`src/rtl/shared_reg_arbiter_pkg.sv`:
```
// Shared types and the reference round-robin pick used by the arbiter.
package shared_reg_arbiter_pkg;

    typedef enum logic {
        IDLE = 1'b0,
        OWN  = 1'b1
    } state_t;

    localparam int WR_CNT_W = 16;
    localparam int MAXREQ   = 8;

    // First set bit of req searching upward from ptr, modulo n; returns one-hot.
    function automatic logic [MAXREQ-1:0] rr_pick(input logic [MAXREQ-1:0] req,
                                                   input logic [2:0]        ptr,
                                                   input int                n);
        logic [MAXREQ-1:0] g;
        int                idx;
        g = '0;
        for (int k = MAXREQ - 1; k >= 0; k--) begin
            if (k < n) begin
                idx = (int'(ptr) + k) % n;
                if (req[idx[2:0]]) begin
                    g = '0;
                    g[idx[2:0]] = 1'b1;
                end
            end
        end
        return g;
    endfunction

endpackage

```
`src/rtl/shared_reg_arbiter_rr_pick_comb.sv`:
```
// Combinational round-robin encoder: rotate by ptr, take lowest set bit, rotate back.
// Zero latency; no flow control.
module rr_pick_comb #(
    parameter int NREQ = 4,
    parameter int PW   = $clog2(NREQ)
) (
    input  logic [NREQ-1:0] req,
    input  logic [PW-1:0]   ptr,
    output logic [NREQ-1:0] gnt
);

    logic [2*NREQ-1:0] req2;
    logic [2*NREQ-1:0] gnt2;
    logic [NREQ-1:0]   rot;
    logic [NREQ-1:0]   rot_gnt;

    assign req2    = {req, req};
    assign rot     = req2[ptr +: NREQ];
    assign rot_gnt = rot & (~rot + NREQ'(1));
    assign gnt2    = {rot_gnt, rot_gnt};
    // rot_gnt bit j stands for requester (j+ptr) mod NREQ; shift back by ptr
    assign gnt     = gnt2[NREQ - int'(ptr) +: NREQ];

endmodule

```
`src/rtl/shared_reg_arbiter.sv`:
```
// Round-robin owner of one shared DW-bit register; grant one cycle after request,
// write commits while granted and requesting, lock holds ownership up to MAXHOLD cycles.
module shared_reg_arbiter
    import shared_reg_arbiter_pkg::*;
#(
    parameter int NREQ    = 4,
    parameter int DW      = 8,
    parameter int MAXHOLD = 4
) (
    input  logic                clk,
    input  logic                reset_l,
    input  logic [NREQ-1:0]     req,
    input  logic [NREQ-1:0]     lock,
    input  logic [NREQ*DW-1:0]  wdata,
    output logic [NREQ-1:0]     gnt,
    output logic                gnt_vld,
    output logic [DW-1:0]       shared_q,
    output logic [WR_CNT_W-1:0] wr_cnt
);

    localparam int PW = $clog2(NREQ);
    localparam int HW = (MAXHOLD > 1) ? $clog2(MAXHOLD) : 1;

    state_t            state_q, state_d;
    logic [NREQ-1:0]   gnt_d;
    logic [PW-1:0]     owner_q, owner_d;
    logic [PW-1:0]     rr_ptr_q, rr_ptr_d;
    logic [PW-1:0]     next_ptr, arb_ptr, pick_idx;
    logic [HW-1:0]     hold_q, hold_d;
    logic [NREQ-1:0]   pick;
    logic              owner_req, owner_lock, release_now, commit;

    assign owner_req  = req[owner_q];
    assign owner_lock = lock[owner_q];
    assign commit     = (state_q == OWN) && owner_req;
    assign next_ptr   = (owner_q == PW'(NREQ - 1)) ? '0 : owner_q + PW'(1);
    // On a release edge the search already starts past the departing owner
    assign arb_ptr    = (state_q == OWN) ? next_ptr : rr_ptr_q;

    rr_pick_comb #(.NREQ(NREQ), .PW(PW)) u_pick (
        .req (req),
        .ptr (arb_ptr),
        .gnt (pick)
    );

    always_comb begin
        pick_idx = '0;
        for (int i = 0; i < NREQ; i++) begin
            if (pick[i]) pick_idx = PW'(i);
        end
    end

    always_comb begin
        state_d     = state_q;
        gnt_d       = gnt;
        owner_d     = owner_q;
        rr_ptr_d    = rr_ptr_q;
        hold_d      = hold_q;
        release_now = 1'b0;
        case (state_q)
            IDLE: begin
                if (|pick) begin
                    state_d = OWN;
                    gnt_d   = pick;
                    owner_d = pick_idx;
                    hold_d  = '0;
                end
            end
            OWN: begin
                release_now = !owner_req || !owner_lock || (hold_q == HW'(MAXHOLD - 1));
                if (release_now) begin
                    rr_ptr_d = next_ptr;
                    hold_d   = '0;
                    if (|pick) begin
                        gnt_d   = pick;
                        owner_d = pick_idx;
                    end else begin
                        state_d = IDLE;
                        gnt_d   = '0;
                    end
                end else begin
                    hold_d = hold_q + HW'(1);
                end
            end
            default: begin
                state_d = IDLE;
                gnt_d   = '0;
            end
        endcase
    end

    always_ff @(posedge clk or negedge reset_l) begin
        if (!reset_l) begin
            state_q  <= IDLE;
            gnt      <= '0;
            gnt_vld  <= 1'b0;
            owner_q  <= '0;
            rr_ptr_q <= '0;
            hold_q   <= '0;
        end else begin
            state_q  <= state_d;
            gnt      <= gnt_d;
            gnt_vld  <= |gnt_d;
            owner_q  <= owner_d;
            rr_ptr_q <= rr_ptr_d;
            hold_q   <= hold_d;
        end
    end

    always_ff @(posedge clk or negedge reset_l) begin
        if (!reset_l) begin
            shared_q <= '0;
            wr_cnt   <= '0;
        end else if (commit) begin
            shared_q <= wdata[owner_q*DW +: DW];
            wr_cnt   <= wr_cnt + WR_CNT_W'(1);
        end
    end

    logic [MAXREQ-1:0] pick_ref;
    always_comb pick_ref = rr_pick(MAXREQ'(req), 3'(arb_ptr), NREQ);

    always @(posedge clk) begin
        if (reset_l) begin
            assert ($onehot0(gnt));
            assert (gnt_vld == |gnt);
            assert (pick_ref == MAXREQ'(pick));
        end
    end

endmodule

```
`config.mk`:
```
export PLATFORM = sky130hd
export DESIGN_NAME = shared_reg_arbiter
export DESIGN_NICKNAME = d
export VERILOG_FILES = /design/src/rtl/shared_reg_arbiter_pkg.sv /design/src/rtl/shared_reg_arbiter_rr_pick_comb.sv /design/src/rtl/shared_reg_arbiter.sv
export SDC_FILE = /design/constraint.sdc
export NUM_CORES = 1
export LEC_CHECK = 0
export ABC_AREA = 1
export BUFFER_PORTS_ARGS = -buffer_cell sky130_fd_sc_hd__buf_2
export CAP_MARGIN = 5
export CORE_MARGIN = 8
export CORE_UTILIZATION = 53
export CTS_BUF_LIST = sky130_fd_sc_hd__clkbuf_8
export DETAILED_ROUTE_END_ITERATION = 8
export GPL_TIMING_DRIVEN = 0
export HOLD_SLACK_MARGIN = 0.05
export PLACE_DENSITY = 0.82
export SLEW_MARGIN = 20
export SYNTH_ARGS = -nofsm -noshare
export SYNTH_HDL_FRONTEND = slang
export SYNTH_HIERARCHICAL = 1
export SYNTH_SLANG_ARGS = --single-unit
```
`constraint.sdc`:
```
create_clock -name clk -period 4 [get_ports clk]
set_clock_uncertainty 0.15 [all_clocks]
set_input_delay 1.2 -clock clk [delete_from_list [all_inputs] [get_ports clk]]
set_output_delay 1.2 -clock clk [all_outputs]
set_load 0.05 [all_outputs]
```
==> flow_summary_export.csv, run 1 <==
group,metric,value,unit
status,status,"complete, no violations",
die,start_util,0.537,
routing,firstDrtPassIters,6,
die,die-area,6640,µm²
sta,worstMarginPinSlew,774,ps
layout,drive_above_1_share,0.298,
cts,cts_tree,"built",
yosys,synthTopCellsByCount,"nand2_1 (90), dfrtp_1 (36), nor2_1 (33)",
global_routing,grt_antenna_before_repair,0,
layout,areaGrowthSynthToFinish,22.4,%
routing,drtIter0Drc,82,
cts,h-tree-depth,2,
cts,cts.path.max_buffers,2,
global_routing,grt_pass1_vias,2177,
sta,finalSetupTns,0,ps
yosys,yosysUniqueCellTypes,28,
yosys,synthTopCellsByArea,"dfrtp_1 (40%), nand2_1 (15%), o21ai_0 (5.5%), nor2_1 (5.4%), nand3_1 (5.1%)",
sta,layout_min_cycle_time,3410,ps
yosys,synthAdderAreaFrac,0.0220,
yosys,synthArstFlopShare,1.00,
worst_setup_path,startpoint_type,"flop",
placement,dp_hpwl,4260,µm
yosys,synthCells,301,
sta,setup_viol,0,
cts,cts-root-buf,"clkbuf_8",
worst_setup_path,required,4090,ps
yosys,syn_nets,347,
die,rows,24,
job,cap_violations,0,
sta,fmax,293,MHz
placement,dp_slack,632,ps
yosys,yosysMostFrequentCell,"nand2_1",
sta,drv_slew,0,
routing,drc,0,
yosys,ys_seq_area_frac,0.396,
global_routing,grt_max_degree,37,
layout,fin_nets,424,
global_routing,grt_pass1_wl,9110,µm
die,die-width,81.5,µm
routing,top_layer_used,"met4",
routing,antenna_left,0,
placement,gp_congestion,0.841,
global_routing,gr-usage-all-layers,0.170,
yosys,synth-simple-area-share,0.358,
cts,cts_resized,0,
cts,cts_num_sinks,36,
yosys,syn_avg_cell_area,7.56,µm²
die,io_pins,71,
worst_setup_path,endpoint_kind,"flop",
routing,wl_met3,383,µm
yosys,synth_top_area_cell,"dfrtp_1",
cts,ctsHoldBuffers,0,
yosys,netlist_area,2270,µm²
routing,dr_total_vias,2209,
yosys,synth_xor_area_frac,0.0578,
routing,wirelength,5480,µm
global_routing,grt_overflow,0,
cts,numCtsBuffers,5,
sta,hold_viol_final,0,
yosys,yosys_warnings,6,
layout,antennaDiodeCount,0,
die,fp.coreArea,4230,µm²
yosys,ys_seq_elements,36,
routing,dr_wl_met2,2750,µm
yosys,synth_edf_count,0,
sta,rsz0062_at_grt,"false",
worst_setup_path,critPathMaxFanout,6,
min_path,min_path_type,"flop to flop",
worst_setup_path,arrival,3500,ps
cts,clk_pin_slew,70,ps
sta,fin_ws,586,ps
yosys,synth_mux_area_frac,0,
yosys,yosysTopAreaCellShare,0.396,
routing,met1Wirelength,2250,µm
die,die_h,81.5,µm
routing,vias_per_cell,5.13,
routing,wl_per_cell,12.7,µm
sta,slew-limit-headroom,0.484,
yosys,synth_compound_area_frac,0.0985,
yosys,synth_ff_type,"dfrtp_1",
worst_setup_path,critPathKind,"flop to flop",
placement,io_buffers,70,
cts,insertion_delay,290,ps
sta,final.period_utilization,0.854,
cts,post_cts_buffers,0,
yosys,synth_top_family_by_area,"simple AND/OR/NAND/NOR gates",
sta,hold_ws,326,ps
==> registers in the layout, indices dropped and copies added (netlist names) <==
name and count:
gnt_vld 1, rr_ptr_q 2, state_q 1, hold_q 2, wr_cnt 16, gnt 4
shared_q 8, owner_q 2
==> final timing paths <==
kind                                         startpoint                 endpoint  slack [ps]  depth (start not counted)
worst max-delay path             owner_q[0]$_DFFE_PN0P_        gnt_vld$_DFF_PN0_         590                         18
worst min-delay path            shared_q[6]$_DFFE_PN0P_  shared_q[6]$_DFFE_PN0P_         330                          2
worst max register to register   owner_q[0]$_DFFE_PN0P_        gnt_vld$_DFF_PN0_         590                         18
worst min register to register  shared_q[6]$_DFFE_PN0P_  shared_q[6]$_DFFE_PN0P_         330                          2
max in group asynchronous                       reset_l   owner_q[0]$_DFFE_PN0P_        2380                          1
min in group asynchronous                       reset_l    wr_cnt[4]$_DFFE_PN0P_         820                          1
==> worst max-delay path, stage by stage, from the launching register on <==
cell and delay (ps):
dfrtp_1 440, ha_1 320, inv_1 50, o21ai_0 500
inv_1 240, ha_1 370, inv_1 140, nor2_1 70
nand2_1 60, nand2_1 90, nor2_1 150, nand2_1 110
nor2_1 220, nand2_1 140, nand2_4 100, nand2_1 50
nand2_1 70, nor2_1 40, nand2_1 50
==> cell usage in the layout, fill, tap and decap left out, drive strengths merged <==
cell / n
nor3: 2
o22ai: 8
dfrtp: 36
a21boi: 1
nand2: 103
clkbuf: 8
ha: 4
inv: 27
xnor2: 7
nand3: 27
buf: 76
clkinvlp: 1
o21ai: 31
nor2: 39
xor2: 8
nand4: 1
==> layer usage <==
| metal | vias to the layer above | GRT usage |
|---|---|---|
| met4 | 0 | 0.0714 |
| li1 | 1114 | - |
| met3 | 9 | 0.0427 |
| met2 | 50 | 0.298 |
| met5 | - | 0 |
| met1 | 1036 | 0.192 |
==> through the flow <==
step,area [µm²],std cells,util
final,2780,431,0.658
after global routing,2780,431,0.658
after floorplan,2270,301,-
after CTS,2780,431,0.658
after global placement,2690,423,0.635
after detailed placement,2690,423,0.635
==> logic make-up after synthesis <==
kind of cell               count (synthesis)
DFF                                       36
xor gates and xnor gates                  15
AOI/OAI and AO/OA                         40
and+or+nand+nor                          172
adders and majority gates                  4
buffers and inverters                     34
==> cell type report <==
type | count | area [µm²]
timing repair buffer | 70 | 350
clock buffer | 6 | 82.6
buffer | 8 | 52.6
fill | 380 | 1450
sequential | 36 | 901
clock inverter | 2 | 11.3
inverter | 26 | 103
multi-input combinational | 231 | 1220
tap | 52 | 65.1
Power of run 1 is left out: the tool's default activity adds up to more than one toggle a clock period on the data nets, which glitch-free logic cannot reach.
==> inputs of run 2 (changes only) <==
- ABC_AREA: 1 -> not set
- CORE_UTILIZATION: 53 -> 52
==> flow_summary_export.csv, run 2 <==
group,metric,value,unit
cts,cts.path.max_buffers,2,
die,rows,23,
yosys,netlist_area,2120,µm²
cts,numCtsBuffers,5,
yosys,yosysMostFrequentCell,"dfrtp_1",
layout,post-route-util,0.666,
layout,largest_reg_flops,16,
sta,setup_viol,0,
yosys,ys_seq_area_frac,0.424,
worst_setup_path,critPathKind,"flop to flop",
layout,areaGrowthSynthToFinish,24.5,%
worst_setup_path,crit_start,"owner_q[0]$_DFFE_PN0P_",
routing,drtIter0Drc,80,
sta,slew-limit-headroom,0.470,
yosys,syn_avg_cell_area,10.8,µm²
sta,worstMarginPinSlew,795,ps
status,status,"complete, no violations",
yosys,synthArstFlopShare,1.00,
worst_setup_path,crit_cells,10,
layout,multiInputGateArea,1140,µm²
global_routing,grt_max_degree,37,
yosys,synth_top_area_cell,"dfrtp_1",
die,io_pins,71,
yosys,syn_nets,243,
worst_setup_path,endpoint_kind,"flop",
sta,drv_slew,0,
cts,cts-root-buf,"clkbuf_8",
worst_setup_path,required,4080,ps
worst_setup_path,critPathMaxFanout,10,
power_and_ir_drop,finalPower,2.54,mW
layout,drive_above_1_share,0.375,
cts,cts_resized,0,
global_routing,gr-usage-all-layers,0.175,
yosys,synthTopCellsByCount,"dfrtp_1 (36), nand2_1 (30), xnor2_1 (13)",
die,fp.coreArea,3970,µm²
yosys,ys_seq_elements,36,
routing,firstDrtPassIters,4,
global_routing,grt_overflow,0,
layout,stdcell_count,325,
sta,hold_viol_final,0,
cts,insertion_delay,290,ps
sta,finalSetupTns,0,ps
global_routing,grt_pass1_vias,1802,
cts,ctsHoldBuffers,0,
worst_setup_path,cp_slowest_cell,"or4_1",
worst_setup_path,crit_chain,"buf_2 -> nor2_1 -> mux2_2 -> nor2b_1 -> a211oi_2 -> a32oi_1 -> mux2i_1 -> or4_1 -> o22ai_1 -> a22o_1",
yosys,synthTopCellsByArea,"dfrtp_1 (42%), mux4_2 (9.5%), xnor2_1 (5.4%), nand2_1 (5.3%), mux2i_1 (3.3%)",
layout,final_cell_mix,"buf_2 (73), dfrtp_1 (36), nand2_1 (30)",
yosys,synth_ff_type,"dfrtp_1",
power_and_ir_drop,power_density,960,nW/µm²
worst_setup_path,rr_startpoint,"owner_q[0]$_DFFE_PN0P_",
worst_setup_path,arrival,3330,ps
placement,gp_congestion,0.771,
power_and_ir_drop,peakVddDrop,0.939,mV
layout,fillers,312,
cts,clk_pin_slew,70,ps
placement,dp_slack,632,ps
sta,fmax,307,MHz
layout,regMostFlops,"wr_cnt",
routing,dr_total_vias,1832,
global_routing,grt_antenna_before_repair,0,
cts,cts_num_sinks,36,
layout,top_regs,"wr_cnt (16), shared_q (8), gnt (4)",
die,die-area,6380,µm²
yosys,synth_edf_count,0,
worst_setup_path,startpoint_type,"flop",
power_and_ir_drop,p_leak,1.33,nW
sta,rsz0062_at_grt,"false",
die,start_util,0.535,
sta,final.period_utilization,0.814,
die,die-width,79.9,µm
layout,layout_commonest_cell,"buf_2",
yosys,yosysTopAreaCellShare,0.424,
yosys,yosysUniqueCellTypes,46,
worst_setup_path,r2r_setup_slack,740,ps
routing,wirelength,5420,µm
yosys,yosys_warnings,6,
sta,fin_ws,743,ps
layout,fin_nets,320,
layout,antennaDiodeCount,0,
worst_setup_path,cpLargestDelayFamily,"simple AND/OR/NAND/NOR gates",
sta,layout_min_cycle_time,3260,ps
yosys,synthCells,197,
layout,area.sequential,901,µm²
worst_setup_path,cp_slowest_stage_delay,600,ps
placement,io_buffers,70,
cts,post_cts_buffers,0,
worst_setup_path,r2r-end,"gnt[2]$_DFF_PN0_",
sta,hold_ws,316,ps
placement,place_area,2540,µm²
worst_setup_path,r2r_cells,10,
cts,cts_tree,"built",
cts,h-tree-depth,2,
routing,antenna_left,0,
placement,dp_hpwl,4060,µm
worst_setup_path,critPathBufInv,1,
job,cap_violations,0,
layout,final_area,2640,µm²
die,die_h,79.9,µm
routing,drc,0,
global_routing,grt_pass1_wl,8830,µm
routing,vias_per_cell,5.64,
placement,dp.cells,317,
worst_setup_path,crit_path_end,"gnt[2]$_DFF_PN0_",
routing,wl_per_cell,16.7,µm
min_path,min_path_type,"flop to flop",
## run 2: cell count changes in the layout (fill, tap and decap cells not counted), moves of 9 or more
cell	change
nor2_1	-27
mux4_2	+9
nand2_1	-60
nand3_1	-19
o21ai_0	-22
inv_1	-15
## run 2: worst min-delay path by stage
stage,start,endpoint,slack (ps),cells after the start
2_1_floorplan,hold_q[0]$_DFFE_PN0P_,hold_q[0]$_DFFE_PN0P_,310,1
3_3_place_gp,shared_q[3]$_DFFE_PN0P_,shared_q[3]$_DFFE_PN0P_,300,2
3_5_place_dp,shared_q[2]$_DFFE_PN0P_,shared_q[2]$_DFFE_PN0P_,310,2
4_1_cts,shared_q[4]$_DFFE_PN0P_,shared_q[4]$_DFFE_PN0P_,320,2
5_1_grt,shared_q[5]$_DFFE_PN0P_,shared_q[5]$_DFFE_PN0P_,340,2
6_report,shared_q[2]$_DFFE_PN0P_,shared_q[2]$_DFFE_PN0P_,320,2
## run 2: cells by family after synthesis
| logic type | Yosys count | synth area share |
|---|---|---|
| AND/OR/NAND/NOR | 77 | 0.193 |
| flip-flops | 36 | 0.424 |
| AO/OA/AOI/OAI | 30 | 0.111 |
| adder cells (fa/ha/maj) | 4 | 0.0236 |
| XOR/XNOR | 15 | 0.0619 |
| buffers and inverters | 15 | 0.0371 |
| multiplexers | 20 | 0.150 |
## run 2: worst reg2reg max path, stage by stage, from the launching register on
cell and delay (ps):
dfrtp_1 470, buf_2 340, nor2_1 90, mux2_2 350
nor2b_1 250, a211oi_2 90, a32oi_1 200, mux2i_1 190
or4_1 600, o22ai_1 270, a22o_1 190
## run 2: metal layers
metal | wire length (µm) | vias to the layer above | global-route usage
met2 | 2740 | 52 | 0.293
li1 | - | 877 | -
met4 | 87 | 0 | 0.0618
met1 | 2300 | 896 | 0.212
met5 | 0 | - | 0
met3 | 289 | 7 | 0.0428
## run 2: layout make-up
| type | instances | area share |
|---|---|---|
| Tap cell | 50 | 0.0237 |
| Sequential cell | 36 | 0.341 |
| Clock buffer | 5 | 0.0260 |
| Buffer | 8 | 0.0199 |
| Clock inverter | 3 | 0.0147 |
| Inverter | 7 | 0.00994 |
| Multi-Input combinational cell | 146 | 0.433 |
| Timing Repair Buffer | 70 | 0.133 |
## run 2: power breakdown
| part | internal, mW | total (mW) | switching [mW] |
|---|---|---|---|
| Clock | 0.182 | 0.313 | 0.131 |
| Sequential | 0.499 | 0.582 | 0.0825 |
| Combinational | 0.614 | 1.64 | 1.03 |
| Total | 1.30 | 2.54 | 1.24 |
No activity file was read; power rests on OpenSTA's default activity.
